File: src/rtl/spad_arbiter.sv
// spad_arbiter: shares the single scratchpad port between the systolic array (M0)
// and the DMA/loader (M1). Read-address and write channels are arbitrated
// independently with round-robin priority. Outstanding reads are tracked in an
// in-order ID FIFO so that each returning R beat is steered back to the master
// that issued it.
module spad_arbiter #(
    parameter int ADDR_W    = 32,
    parameter int RDATA_W   = 256,
    parameter int WDATA_W   = 256,
    parameter int MAX_OUTST = 4
) (
    input  logic                         clk,
    input  logic                         rst_n,

    input  logic                         m0_ar_valid_i,
    output logic                         m0_ar_ready_o,
    input  logic [ADDR_W-1:0]            m0_ar_addr_i,
    output logic                         m0_r_valid_o,
    input  logic                         m0_r_ready_i,
    output logic [RDATA_W-1:0]           m0_r_data_o,
    input  logic                         m0_aw_valid_i,
    output logic                         m0_aw_ready_o,
    input  logic [ADDR_W-1:0]            m0_aw_addr_i,
    input  logic [WDATA_W-1:0]           m0_aw_data_i,

    input  logic                         m1_ar_valid_i,
    output logic                         m1_ar_ready_o,
    input  logic [ADDR_W-1:0]            m1_ar_addr_i,
    output logic                         m1_r_valid_o,
    input  logic                         m1_r_ready_i,
    output logic [RDATA_W-1:0]           m1_r_data_o,
    input  logic                         m1_aw_valid_i,
    output logic                         m1_aw_ready_o,
    input  logic [ADDR_W-1:0]            m1_aw_addr_i,
    input  logic [WDATA_W-1:0]           m1_aw_data_i,

    output logic                         s_ar_valid_o,
    input  logic                         s_ar_ready_i,
    output logic [ADDR_W-1:0]            s_ar_addr_o,
    input  logic                         s_r_valid_i,
    output logic                         s_r_ready_o,
    input  logic [RDATA_W-1:0]           s_r_data_i,
    output logic                         s_aw_valid_o,
    input  logic                         s_aw_ready_i,
    output logic [ADDR_W-1:0]            s_aw_addr_o,
    output logic [WDATA_W-1:0]           s_aw_data_o,

    output logic [$clog2(MAX_OUTST):0]   outst_cnt_o,
    output logic                         err_o
);

    localparam int PTR_W = $clog2(MAX_OUTST);
    localparam int CNT_W = PTR_W + 1;

    // Round-robin pointers (value = favoured master) and grant-lock state.
    logic                 rr_ar_q, rr_ar_d;
    logic                 ar_lock_q, ar_lock_d;
    logic                 ar_lock_id_q, ar_lock_id_d;
    logic                 rr_aw_q, rr_aw_d;
    logic                 aw_lock_q, aw_lock_d;
    logic                 aw_lock_id_q, aw_lock_id_d;

    // In-order ID FIFO of outstanding reads (one bit per entry: owning master).
    logic [MAX_OUTST-1:0] id_mem_q, id_mem_d;
    logic [PTR_W-1:0]     wr_ptr_q, wr_ptr_d;
    logic [PTR_W-1:0]     rd_ptr_q, rd_ptr_d;
    logic [CNT_W-1:0]     cnt_q, cnt_d;
    logic                 err_q, err_d;

    logic                 ar_grant;
    logic                 aw_grant;
    logic                 fifo_full;
    logic                 fifo_empty;
    logic                 head_id;
    logic                 ar_xfer;
    logic                 aw_xfer;
    logic                 r_xfer;

    // Grant selection: a locked grant wins, otherwise the favoured requester, otherwise the other one.
    always_comb begin
        if (ar_lock_q) begin
            ar_grant = ar_lock_id_q;
        end else if (rr_ar_q ? m1_ar_valid_i : m0_ar_valid_i) begin
            ar_grant = rr_ar_q;
        end else begin
            ar_grant = ~rr_ar_q;
        end

        if (aw_lock_q) begin
            aw_grant = aw_lock_id_q;
        end else if (rr_aw_q ? m1_aw_valid_i : m0_aw_valid_i) begin
            aw_grant = rr_aw_q;
        end else begin
            aw_grant = ~rr_aw_q;
        end
    end

    assign fifo_full  = (cnt_q == CNT_W'(MAX_OUTST));
    assign fifo_empty = (cnt_q == '0);
    assign head_id    = id_mem_q[rd_ptr_q];

    // AR channel: a full FIFO blocks new reads even if a pop happens this cycle.
    assign s_ar_valid_o  = (m0_ar_valid_i || m1_ar_valid_i) && !fifo_full;
    assign s_ar_addr_o   = ar_grant ? m1_ar_addr_i : m0_ar_addr_i;
    assign m0_ar_ready_o = s_ar_ready_i && !fifo_full && !ar_grant;
    assign m1_ar_ready_o = s_ar_ready_i && !fifo_full && ar_grant;
    assign ar_xfer       = s_ar_valid_o && s_ar_ready_i;

    // R channel: beats are steered to the FIFO head; beats with no owner are never accepted.
    assign m0_r_valid_o  = s_r_valid_i && !fifo_empty && !head_id;
    assign m1_r_valid_o  = s_r_valid_i && !fifo_empty && head_id;
    assign s_r_ready_o   = !fifo_empty && (head_id ? m1_r_ready_i : m0_r_ready_i);
    assign m0_r_data_o   = s_r_data_i;
    assign m1_r_data_o   = s_r_data_i;
    assign r_xfer        = s_r_valid_i && s_r_ready_o;

    // AW channel: writes carry no response, so no tracking beyond the grant.
    assign s_aw_valid_o  = m0_aw_valid_i || m1_aw_valid_i;
    assign s_aw_addr_o   = aw_grant ? m1_aw_addr_i : m0_aw_addr_i;
    assign s_aw_data_o   = aw_grant ? m1_aw_data_i : m0_aw_data_i;
    assign m0_aw_ready_o = s_aw_ready_i && !aw_grant;
    assign m1_aw_ready_o = s_aw_ready_i && aw_grant;
    assign aw_xfer       = s_aw_valid_o && s_aw_ready_i;

    assign outst_cnt_o   = cnt_q;
    assign err_o         = err_q;

    // Next-state: FIFO push/pop, round-robin update, grant locking while the slave stalls, sticky error.
    always_comb begin
        id_mem_d     = id_mem_q;
        wr_ptr_d     = wr_ptr_q;
        rd_ptr_d     = rd_ptr_q;
        cnt_d        = cnt_q;
        rr_ar_d      = rr_ar_q;
        ar_lock_d    = ar_lock_q;
        ar_lock_id_d = ar_lock_id_q;
        rr_aw_d      = rr_aw_q;
        aw_lock_d    = aw_lock_q;
        aw_lock_id_d = aw_lock_id_q;
        err_d        = err_q || (s_r_valid_i && fifo_empty);

        if (ar_xfer) begin
            id_mem_d[wr_ptr_q] = ar_grant;
            wr_ptr_d           = wr_ptr_q + 1'b1;
            rr_ar_d            = ~ar_grant;
            ar_lock_d          = 1'b0;
        end else if (s_ar_valid_o) begin
            ar_lock_d          = 1'b1;
            ar_lock_id_d       = ar_grant;
        end

        if (r_xfer) begin
            rd_ptr_d = rd_ptr_q + 1'b1;
        end

        case ({ar_xfer, r_xfer})
            2'b10:   cnt_d = cnt_q + 1'b1;
            2'b01:   cnt_d = cnt_q - 1'b1;
            default: cnt_d = cnt_q;
        endcase

        if (aw_xfer) begin
            rr_aw_d      = ~aw_grant;
            aw_lock_d    = 1'b0;
        end else if (s_aw_valid_o) begin
            aw_lock_d    = 1'b1;
            aw_lock_id_d = aw_grant;
        end
    end

    // State registers; reset empties the FIFO, drops locks and favours M0 on both channels.
    always_ff @(posedge clk or negedge rst_n) begin
        if (!rst_n) begin
            id_mem_q     <= '0;
            wr_ptr_q     <= '0;
            rd_ptr_q     <= '0;
            cnt_q        <= '0;
            rr_ar_q      <= 1'b0;
            ar_lock_q    <= 1'b0;
            ar_lock_id_q <= 1'b0;
            rr_aw_q      <= 1'b0;
            aw_lock_q    <= 1'b0;
            aw_lock_id_q <= 1'b0;
            err_q        <= 1'b0;
        end else begin
            id_mem_q     <= id_mem_d;
            wr_ptr_q     <= wr_ptr_d;
            rd_ptr_q     <= rd_ptr_d;
            cnt_q        <= cnt_d;
            rr_ar_q      <= rr_ar_d;
            ar_lock_q    <= ar_lock_d;
            ar_lock_id_q <= ar_lock_id_d;
            rr_aw_q      <= rr_aw_d;
            aw_lock_q    <= aw_lock_d;
            aw_lock_id_q <= aw_lock_id_d;
            err_q        <= err_d;
        end
    end

endmodule
File: config.mk
export PLATFORM = sky130hd
export DESIGN_NAME = spad_arbiter
export DESIGN_NICKNAME = d
export VERILOG_FILES = /design/src/rtl/spad_arbiter.sv
export SDC_FILE = /design/constraint.sdc
export NUM_CORES = 1
export LEC_CHECK = 0
export ABC_AREA = 1
export ABC_CLOCK_PERIOD_IN_PS = 2200
export CAP_MARGIN = 20
export CORE_AREA = 2 2 689 691
export DETAILED_ROUTE_END_ITERATION = 10
export DIE_AREA = 0 0 691 693
export PLACE_DENSITY_LB_ADDON = 0.12
export SLEW_MARGIN = 10
export SYNTH_ARGS = -nofsm -noshare
export SYNTH_HDL_FRONTEND = slang
export SYNTH_SLANG_ARGS = --single-unit
File: constraint.sdc
create_clock -name clk -period 2.2 [get_ports clk]
set_clock_uncertainty 0.2 [all_clocks]
set_input_delay 0.44 -clock clk [delete_from_list [all_inputs] [get_ports clk]]
set_output_delay 0.44 -clock clk [all_outputs]
set_load 0.02 [all_outputs]
==> impl_metrics.ini <==
[run_status]
outcome = finished, violations left
violations = negative setup slack

[sta]
max_freq_ghz = 0.323
setup_tns_ns = -234.88
whs_ns = 0.273
fin_crit_ns = 3.09
fin_ws_ns = -0.894
final_hold_viol_count = 0
worst_slew_pin_slew_ns = 0.647
drv_slew = 0
max_slew_margin = 0.567
setup_viol = 328
grt_setup_unrepaired = yes
post-route-period-util = 1.41

[place]
placed_cell_area_um2 = 27900
dp_hpwl_um = 285000
post-place-ws_ns = -1.83
place_congestion = 0.841
placed_cells = 8515
portBuffers = 983

[die]
die_area_um2 = 479000
num_rows = 253
core_um2 = 472000
io_pins = 1752
die_h_um = 693
start_util = 0.0189
dieWidth_um = 691

[setup_path]
crit_fanout = 7
critPathBufInv = 8
cp_slowest_cell = o211ai_1
crit_required_ns = 1.56
critPathTopFamily = buffers and inverters
worstPathArrival_ns = 2.45
startpoint_type = input pin
cp_cell_sequence = clkdlybuf4s15_1 -> o211ai_1 -> nand2_4 -> buf_12 -> clkinv_16 -> buf_16 -> buf_16 -> buf_16 -> buf_12 -> nand2_8 -> nand2_8 -> buf_12
cpPeakStageDelay_ns = 0.44
critical_path_class = in -> out
end_kind = output port

[route]
drc = 0
ant_nets = 0
routed_wl_um = 306000
drtIter0Drc = 753
via_per_inst = 1.66
drtPass1Iterations = 5
wl_per_cell_um = 35.5
vias = 14357

[cts]
cts_root_buf = clkbuf_16
clk_path_buf_depth = 2
cts_buffers = 3
clock-sinks = 18
clk_latency_ns = 0.28
clk_pin_slew_ns = 0.06
htreeDepth = 1
cts_tree = built
ctsHoldBuffers = 0

[yosys]
yosysWarnings = 0
synth_compound_area_frac = 0.0120
synth_xor_area_frac = 0.00392
synthMuxAreaShare = 0
synth_top_family_by_area = buffers and inverters
synth-simple-area-share = 0.428
synthCells = 1673
synth_edf_count = 0
ys_ff_latch = 18
ys_seq_area_frac = 0.0504
async_flop_share = 1.00
synth-main-ff-cell = dfrtp_1
synth_area_um2 = 8940
synthAdderAreaFrac = 0.00923
syn-num-nets = 2586
ys_types = 20
syn_avg_cell_area_um2 = 5.35

[pwr]
p_leak_nw = 12.2
power_density_nw_per_um2 = 764
irDropWorstVdd_mv = 0.272

[cells_and_area]
final_cell_mix = clkdlybuf4s50_1 (652), nand2_1 (544), buf_12 (406), nand2_4 (242), nand2_2 (137)
stdcell_area_um2 = 33400
syn_to_final_growth_pct = 273
instances_no_fill = 8626
nets = 3284
mostFrequentLayoutCell = clkdlybuf4s50_1
drive_above_1_share = 0.455

[global_routing]
grt.overflow.total = 0
grt_max_degree = 34
antenna_found_initial = 36
grt_usage = 0.123
grt_pass1_vias = 15523
grt_pass1_wl_um = 344000

[run]
drv_cap = 0

[worst_hold_path]
hold_class = reg -> reg
cell usage after synthesis (all sizes together) (2+ instances only):
master | instances | share of area
dfrtp | 18 | 0.050
a21oi | 4 | 0.0022
buf | 580 | 0.48
ha | 5 | 0.0070
clkbuf | 3 | 0.0013
xor2 | 2 | 0.0020
inv | 27 | 0.011
nand3 | 12 | 0.0067
xnor2 | 2 | 0.0020
nand2 | 992 | 0.42
o21ai | 13 | 0.0073
nor2 | 9 | 0.0038
o211ai | 2 | 0.0017
final timing paths:
path / startpoint / end / slack, ns / cells past startpoint
max: m0_aw_valid_i / s_aw_data_o[209] / -0.89 / 12
min reg2reg: err_o$_DFF_PN0_ / err_o$_DFF_PN0_ / 0.27 / 1
max reg2reg: rd_ptr_q[0]$_DFFE_PN0P_ / outst_cnt_o[2]$_DFFE_PN0P_ / -0.23 / 13
min in group asynchronous: rst_n / rd_ptr_q[1]$_DFFE_PN0P_ / 0.34 / 2
max in group asynchronous: rst_n / outst_cnt_o[1]$_DFFE_PN0P_ / 1.19 / 2
min: err_o$_DFF_PN0_ / err_o$_DFF_PN0_ / 0.27 / 1
final cells by class:
cell class,instances,area [µm²]
Clock buffer,4,88.8
Fill cell,55333,439000
Multi-Input combinational cell,1045,7340
Timing Repair Buffer,1276,17500
Antenna cell,9,22.5
Tap cell,6247,7820
Inverter,27,128
Sequential cell,18,453
report_power, final:
part / total [mW] / switching (mW) / internal [mW]
Combinational: 24.5 / 13.9 / 10.6
Sequential: 0.566 / 0.0895 / 0.476
Clock: 0.469 / 0.190 / 0.280
Total: 25.5 / 14.2 / 11.4
per-layer routing:
| metal | track usage | up-vias | share of wire |
|---|---|---|---|
| li1 | - | 5882 | - |
| met1 | 0.119 | 6589 | 0.34 |
| met2 | 0.176 | 1728 | 0.40 |
| met3 | 0.137 | 125 | 0.24 |
| met4 | 0.0170 | 33 | 0.017 |
| met5 | 0.0124 | - | 0.0029 |
registers in the layout, summed over array words and instances, names as in the netlist:
register and count:
id_mem_q 4, outst_cnt_o 3, rd_ptr_q 2, wr_ptr_q 2, ar_lock_id_q 1, ar_lock_q 1, aw_lock_id_q 1, aw_lock_q 1
err_o 1, rr_ar_q 1, rr_aw_q 1
stage by stage:
stage | util | power [mW]
after floorplan | - | 6.51
after detailed placement | 0.0590 | 22.1
after global routing | 0.0706 | 27.3
after CTS | 0.0692 | 26.5
after global placement | 0.0590 | 22.3
final | 0.0707 | 25.5
logic make-up (layout without fill, tap and decap cells):
| logic type | after synthesis | count (layout) |
|---|---|---|
| and+or+nand+nor | 1015 | 1015 |
| buffers and inverters | 610 | 1307 |
| AOI/OAI and AO/OA | 20 | 20 |
| DFF | 18 | 18 |
| adders and majority gates | 6 | 6 |
| xor gates and xnor gates | 4 | 4 |
| other | 0 | 9 |
timing repair:
action | in CTS | in global routing
pin swaps | 102 | 62
setup endpoints to repair | 332 | 331
resized for setup | 954 | 132
buffers inserted | 65 | 16
endpoints found under the hold margin | 0 | 0
cloned | 32 | 4
No activity file was read; power rests on OpenSTA's default activity.
